===== src/rtl/uart_pkg.sv =====
// uart_pkg: definitions shared by the UART receiver and the future transmitter.
package uart_pkg;

   // 12 MHz system clock / 115200 baud.
   localparam int UART_CLKS_PER_BIT = 104;

   typedef enum logic [2:0] {
      SM_IDLE,
      SM_START,
      SM_DATA,
      SM_STOP,
      SM_BREAK
   } uart_state_t;

   // Width of a counter that must hold values 0 .. n-1 (never narrower than 1 bit).
   function automatic int uart_cnt_width(input int n);
      return (n > 1) ? $clog2(n) : 1;
   endfunction

endpackage


===== src/rtl/sync_ff.sv =====
// sync_ff: N-stage single-bit synchroniser for an asynchronous input.
module sync_ff #(
   parameter int   N         = 2,
   parameter logic RESET_VAL = 1'b1
) (
   input  logic clk,
   input  logic reset,
   input  logic i_d,
   output logic o_q
);

   logic [N-1:0] r_sync;

   // Shift the raw input through N flops; only the last stage is safe to use.
   always_ff @(posedge clk or posedge reset) begin
      if (reset) begin
         r_sync <= {N{RESET_VAL}};
      end else begin
         // NOTE: non-blocking assignment so every stage takes the previous stage's old value.
         r_sync <= {r_sync[N-2:0], i_d};
      end
   end

   assign o_q = r_sync[N-1];

endmodule


===== src/rtl/uart_rx.sv =====
// uart_rx: 8N1-style serial receiver, oversampled by the system clock,
// sampling every bit at its midpoint.
module uart_rx
   import uart_pkg::*;
#(
   parameter int CLKS_PER_BIT = UART_CLKS_PER_BIT,  // at least 4
   parameter int WORD_SIZE    = 8,
   parameter int SYNC_STAGES  = 2                   // at least 2
) (
   input  logic                 clk,
   input  logic                 reset,
   input  logic                 rx,
   output logic [WORD_SIZE-1:0] data_out,
   output logic                 data_out_valid,
   output logic                 frame_error
);

   localparam int CTR_W = uart_cnt_width(CLKS_PER_BIT);
   localparam int IDX_W = uart_cnt_width(WORD_SIZE);

   // Terminal counts: a full bit period, half a bit period, and the last data bit.
   localparam logic [CTR_W-1:0] LP_CTR_BIT_LAST  = CTR_W'(CLKS_PER_BIT - 1);
   localparam logic [CTR_W-1:0] LP_CTR_HALF_LAST = CTR_W'(CLKS_PER_BIT / 2 - 1);
   localparam logic [CTR_W-1:0] LP_CTR_ONE       = CTR_W'(1);
   localparam logic [IDX_W-1:0] LP_IDX_LAST      = IDX_W'(WORD_SIZE - 1);
   localparam logic [IDX_W-1:0] LP_IDX_ONE       = IDX_W'(1);

   logic                   w_rxs;
   uart_state_t            r_state;
   logic [CTR_W-1:0]       r_ctr;
   logic [IDX_W-1:0]       r_bit_idx;
   logic [WORD_SIZE-1:0]   r_shreg;
   logic [WORD_SIZE-1:0]   r_data_out;
   logic                   r_valid;
   logic                   r_ferr;
   logic [SYNC_STAGES-1:0] r_flush;
   logic                   w_sync_primed;

   sync_ff #(
      .N         (SYNC_STAGES),
      .RESET_VAL (1'b1)
   ) u_sync (
      .clk   (clk),
      .reset (reset),
      .i_d   (rx),
      .o_q   (w_rxs)
   );

   // After reset the synchroniser holds its idle-high reset value for
   // SYNC_STAGES cycles, which says nothing about the real line. This shift
   // register fills with ones as those stale values drain out, so SM_BREAK
   // only releases on a genuinely high line.
   always_ff @(posedge clk or posedge reset) begin
      if (reset) begin
         r_flush <= '0;
      end else begin
         r_flush <= {r_flush[SYNC_STAGES-2:0], 1'b1};
      end
   end

   assign w_sync_primed = r_flush[SYNC_STAGES-1];

   // Frame state machine: bit timing, data shifting and registered output pulses.
   always_ff @(posedge clk or posedge reset) begin
      if (reset) begin
         r_state    <= SM_BREAK;
         r_ctr      <= '0;
         r_bit_idx  <= '0;
         r_shreg    <= '0;
         r_data_out <= '0;
         r_valid    <= 1'b0;
         r_ferr     <= 1'b0;
      end else begin
         // NOTE: pulse outputs default low every cycle; branches below raise them for one cycle only.
         r_valid <= 1'b0;
         r_ferr  <= 1'b0;

         case (r_state)
            SM_IDLE: begin
               r_ctr <= '0;
               if (!w_rxs) begin
                  r_state <= SM_START;
               end
            end

            // Wait half a bit, then confirm the start bit is still low.
            SM_START: begin
               if (r_ctr == LP_CTR_HALF_LAST) begin
                  r_ctr     <= '0;
                  r_bit_idx <= '0;
                  r_state   <= w_rxs ? SM_IDLE : SM_DATA;
               end else begin
                  r_ctr <= r_ctr + LP_CTR_ONE;
               end
            end

            // Sample one data bit per bit period, shifting in from the MSB so
            // the first (least significant) bit ends up at bit 0.
            SM_DATA: begin
               if (r_ctr == LP_CTR_BIT_LAST) begin
                  r_ctr   <= '0;
                  r_shreg <= {w_rxs, r_shreg[WORD_SIZE-1:1]};
                  if (r_bit_idx == LP_IDX_LAST) begin
                     r_state <= SM_STOP;
                  end else begin
                     r_bit_idx <= r_bit_idx + LP_IDX_ONE;
                  end
               end else begin
                  r_ctr <= r_ctr + LP_CTR_ONE;
               end
            end

            // Mid-stop-bit sample: high publishes the word, low flags a framing
            // error. Leaving at mid-stop lets an immediately following start
            // bit be caught.
            SM_STOP: begin
               if (r_ctr == LP_CTR_BIT_LAST) begin
                  r_ctr <= '0;
                  if (w_rxs) begin
                     r_data_out <= r_shreg;
                     r_valid    <= 1'b1;
                     r_state    <= SM_IDLE;
                  end else begin
                     r_ferr  <= 1'b1;
                     r_state <= SM_BREAK;
                  end
               end else begin
                  r_ctr <= r_ctr + LP_CTR_ONE;
               end
            end

            // A line held low is not a new start bit; wait for it to go high.
            SM_BREAK: begin
               r_ctr <= '0;
               if (w_rxs && w_sync_primed) begin
                  r_state <= SM_IDLE;
               end
            end

            default: begin
               r_ctr   <= '0;
               r_state <= SM_BREAK;
            end
         endcase
      end
   end

   assign data_out       = r_data_out;
   assign data_out_valid = r_valid;
   assign frame_error    = r_ferr;

endmodule

===== config.mk =====
export PLATFORM = sky130hd
export DESIGN_NAME = uart_rx
export DESIGN_NICKNAME = d
export VERILOG_FILES = /design/src/rtl/uart_pkg.sv /design/src/rtl/sync_ff.sv /design/src/rtl/uart_rx.sv
export SDC_FILE = /design/constraint.sdc
export NUM_CORES = 1
export LEC_CHECK = 0
export CAP_MARGIN = 20
export CORE_ASPECT_RATIO = 1.5
export CORE_MARGIN = 2
export CORE_UTILIZATION = 55
export DETAILED_ROUTE_END_ITERATION = 12
export GPL_TIMING_DRIVEN = 0
export PLACE_DENSITY = 0.81
export SYNTH_ARGS = -nofsm -noshare
export SYNTH_HDL_FRONTEND = slang
export SYNTH_SLANG_ARGS = --single-unit

===== constraint.sdc =====
create_clock -name clk -period 1.97 [get_ports clk]
set_input_delay 0.2955 -clock clk [delete_from_list [all_inputs] [get_ports clk]]
set_output_delay 0.2955 -clock clk [all_outputs]
set_load 0.005 [all_outputs]

=== Word-level counts from Yosys, hierarchy flattened ===
Cells that the tools add are included.

* Reductions and logical operators: 8
* Shifts and indexed selects: 0
* Order comparisons: 0
* Multipliers: 0
* Divide/modulo/power cells: 0
* Multiplexer cells: 22
* Equality and inequality tests: 14
* Bitwise operators: 0
* $add $sub $neg: 2

{| class="wikitable"
|+ Operator list
! cell !! number
|-
| $mux W3 || 10
|-
| $pmux W3 S5 || 1
|-
| $mux W7 || 2
|-
| $ne A2 B2 Y1 const B || 7
|-
| $pmux W7 S2 || 1
|-
| $add A7 B1 Y7 const B || 1
|-
| $eq A7 B6 Y1 const B || 1
|-
| $eq A7 B7 Y1 const B || 1
|-
| $eq A3 B2 Y1 const B || 2
|-
| $eq A3 B3 Y1 const B || 2
|-
| $mux W1 || 6
|-
| $pmux W3 S2 || 1
|-
| $reduce_and A6 Y1 || 1
|-
| $reduce_and A4 Y1 || 1
|-
| $add A3 B1 Y3 const B || 1
|-
| $eq A3 B1 Y1 const B || 1
|-
| $logic_not A3 Y1 || 1
|-
| $reduce_and A3 Y1 || 1
|-
| $mux W2 || 1
|-
| $reduce_and A2 Y1 || 1
|-
| $reduce_bool A2 Y1 || 1
|-
| $reduce_or A2 Y1 || 1
|-
| $logic_and A1 B1 Y1 || 1
|}

* Memories: 0
* ROM bits: 0
* Bits in latches: 0
* Memory bits (writable): 0
* Flip-flop bits (word level): 35
* Input bits: 3
* Output and inout port bits: 10
* Word-level logic and storage cells: 55

=== Logic depth before layout (Yosys ltp) ===
* Depth after elaboration: 4
* Gate-level depth with buffers: 6
* Depth with buffers taken out: 6

=== By module ===
From an unflattened synthesis, not the netlist that was laid out.

* Cells, all modules: 118
* Area, all modules: 1,559.0 µm²

{| class="wikitable"
|+ Modules (own cells, without submodules)
! module !! times used !! area each (µm²) !! cells an instance
|-
| uart_rx || 1 || 1,502.7 || 115
|-
| sync_ff || 1 || 56.3 || 3
|}

=== Least setup slack after synthesis ===
Ideal clock, no wire load.

* Path kind: reg-to-reg
* From: register r_ctr[0]
* To: register r_bit_idx[0]
* Library setup time: 0.128 ns
* Required time: 1.842 ns
* Setup slack: 0.167 ns
* Arrival: 1.675 ns
* Cell stages (with the launch flop): 6
* Cells stage by stage: dfrtp_1 > ha_1 > nand2_2 > or4b_4 > a21oi_4 > mux2_1

* Word-level cells in the longest chain between the ends: 3

{| class="wikitable"
|+ Ends and longest elaborated chain
! element !! RTL line !! source
|-
| from (decl) || uart_rx.sv:30 || <nowiki>logic [CTR_W-1:0] r_ctr;</nowiki>
|-
| from (signal assigned) || uart_rx.sv:93 || <nowiki>r_ctr <= r_ctr + LP_CTR_ONE;</nowiki>
|-
| from (signal assigned) || uart_rx.sv:109 || <nowiki>r_ctr <= r_ctr + LP_CTR_ONE;</nowiki>
|-
| from (signal assigned) || uart_rx.sv:128 || <nowiki>r_ctr <= r_ctr + LP_CTR_ONE;</nowiki>
|-
| $eq A7 B7 Y1 or $eq A7 B6 Y1 (tied branches) || uart_rx.sv:100, uart_rx.sv:88 ||
|-
| $ne A2 B2 Y1 (no line) || n/a ||
|-
| $reduce_and A4 Y1 (no line) (*) || n/a ||
|-
| to (signal assigned) || uart_rx.sv:106 || <nowiki>r_bit_idx <= r_bit_idx + LP_IDX_ONE;</nowiki>
|-
| to (decl) || uart_rx.sv:31 || <nowiki>logic [IDX_W-1:0] r_bit_idx;</nowiki>
|}

Mark *: on every way between the ends. The rest lies on a longest branch, timed or not.
A chain may end at the register's enable or synchronous reset.

=== Worst setup path in the final report ===
Ends and elaborated chain as after synthesis.

==> impl_metrics.json <==
{
  "synth_seq_area_share": 0.577,
  "cts_tree": "yes",
  "vias_per_cell": 5.27,
  "final_max_slew_viol_count": 0,
  "hold-worst-slack_ns": 0.355,
  "hold_class": "reg -> reg",
  "layout_common_cells": "dfrtp_1, mux2_2, nor2_1",
  "vias": 948,
  "grt_overflow": 0,
  "final_util": 0.695,
  "layout_commonest_cell": "dfrtp_1",
  "grt_pass1_vias": 970,
  "ys_ff_latch": 35,
  "io_pins": 13,
  "cp-start-kind": "flip-flop",
  "grtUsageTotal": 0.193,
  "cp_top_family": "simple AND/OR/NAND/NOR gates",
  "syn_nets": 128,
  "cellPowerDensity_mw_per_mm2": 763,
  "portBuffers": 12,
  "area_delta_synth_final_pct": 20.6,
  "crit_required_ns": 2.13,
  "fin_crit_ns": 1.89,
  "max_freq_mhz": 529,
  "ir_drop_v": 0.000598,
  "yosys.area.top_type_share": 0.525,
  "crit_path_end_kind": "flip-flop",
  "wirelength_um": 2480,
  "ys_types": 33,
  "start_util": 0.576,
  "rows": 23,
  "syn-instance-count": 122,
  "antenna_found_initial": 0,
  "yosysWarningCount": 0,
  "critPathKind": "reg -> reg",
  "postSynthAreaPerCell_um2": 12.5,
  "cpMaxStageDelayCell": "or4b_4",
  "rsz0062_at_grt": "no",
  "arrival_ns": 2.05,
  "nets": 148,
  "drcViolationCount": 0,
  "synth_area_leaders": "dfrtp_1, mux2_2, dfstp_2",
  "die_area_mm2": 0.00322,
  "tightest_slew_ns": 0.587,
  "critical_path_buf_inv_count": 0,
  "die_h_um": 68.5,
  "slew_headroom": 0.608,
  "drt_iter0_drc": 29,
  "grt_pass1_wl_um": 4200,
  "cts.sinks": 35,
  "cap_viol_max_count": 0,
  "antennaDiodeCount": 0,
  "wl_per_cell_um": 13.8,
  "slowest_delay_ns": 0.56,
  "place_hpwl_um": 1750,
  "insertion_delay_ns": 0.28,
  "cts_made_buffers": 5,
  "p_leak_nw": 0.866,
  "root_buffer": "clkbuf_8",
  "die_width_um": 47.0,
  "postCtsHoldBufs": 0,
  "finalCritPeriodShare": 0.960,
  "outcome": "complete, no violations",
  "cts.reportedPaths.clkPinSlew_ns": 0.07,
  "setup_viol": 0,
  "htree_levels": 2,
  "coreArea_mm2": 0.00265,
  "preCtsSetupSlack_ns": 0.0458,
  "tns_ns": 0,
  "p_total_mw": 1.40,
  "syn_area_mm2": 0.00153,
  "finalHoldViolCount": 0,
  "worst_slack_ns": 0.0787,
  "yosysTopAreaCell": "dfrtp_1",
  "path_cells": "ha_2 -> nand2_2 -> or4b_4 -> a21oi_4 -> mux2_1",
  "crit_fanout": 4,
  "drive_gt1_frac": 0.259,
  "finClkSkew_ns": 0.00641,
  "ant_nets": 0,
  "clockBufferDepth": 2,
  "grt_max_degree": 23,
  "r2r_slack_ns": 0.08,
  "first_pass_iters": 4,
  "gp_congestion": 0.781
}
==> layer usage <==
layer | vias up | routed length, µm | GRT usage
met3 | 5 | 82 | 0.0547
met2 | 14 | 1320 | 0.320
met4 | 0 | 62 | 0.104
met1 | 476 | 1010 | 0.216
met5 | - | 0 | 0
li1 | 453 | - | -
==> synthesized netlist by cell type, drive strengths merged <==
master  number
ha           3
xnor2        4
o31ai        1
xor2         2
dfstp        3
conb         1
mux2        17
nand4        2
buf          1
clkbuf       1
and2         1
nand2b       5
and2b        1
nand2        7
and3b        2
dfrtp       32
or4          1
or4b         1
a211oi       1
nand3        4
or3          1
a21oi        3
nor3         2
mux2i        3
nor2        14
a32oi        1
inv          6
o21ai        2
==> report_power, final <==
group / switching (mW) / total, mW / internal, mW
sequential: 0.00300 / 0.728 / 0.725
combinational: 0.0156 / 0.0255 / 0.00993
clock: 0.242 / 0.651 / 0.409
==> sequential cells by signal (all words and copies together) (netlist names) <==
name / cells
r_ctr: 7
frame_error: 1
data_out_valid: 1
r_state: 3
r_bit_idx: 3
r_flush: 2
u_sync.r_sync: 2
data_out: 8
r_shreg: 8
==> final timing paths <==
kind / from / to / cells after the start
worst max-delay path: r_ctr[0] / r_bit_idx[0] / 5
worst min-delay path: r_flush[0] / r_flush[1] / 0
worst max register to register: r_ctr[0] / r_bit_idx[0] / 5
worst min register to register: r_flush[0] / r_flush[1] / 0
max in group asynchronous: reset / u_sync.r_sync[1] / 3
min in group asynchronous: reset / data_out[2] / 2
==> through the flow <==
stage | instance area [µm²] | std cells
2_1_floorplan | 1530 | 122
3_3_place_gp | 1690 | 171
4_1_cts | 1840 | 180
5_1_grt | 1840 | 180
6_report | 1840 | 180
3_5_place_dp | 1720 | 172
==> area by class of cell <==
cell class              instances  area [µm²]
plain buffers                   2        8.76
repair buffers                 13         148
clock buffers                   6        82.6
fillers                       207         808
inverters                       6        22.5
multi-input cells              79         617
clock inverters                 2        35.0
flip-flops and latches         35         880
well taps                      37        46.3
==> what timing repair did <==
item	in CTS	in global routing
endpoints found under the setup margin	0	5
gates resized for setup	0	1
setup buffers	0	0
==> cells by family after synthesis <==
family,share of synthesized area
AO/OA/AOI/OAI,0.0443
XOR/XNOR,0.0345
adder cells (fa/ha/maj),0.0246
buffers and inverters,0.0205
flip-flops,0.577
multiplexers,0.145
other,0.00246
AND/OR/NAND/NOR,0.152
No activity file was read; power rests on OpenSTA's default activity.
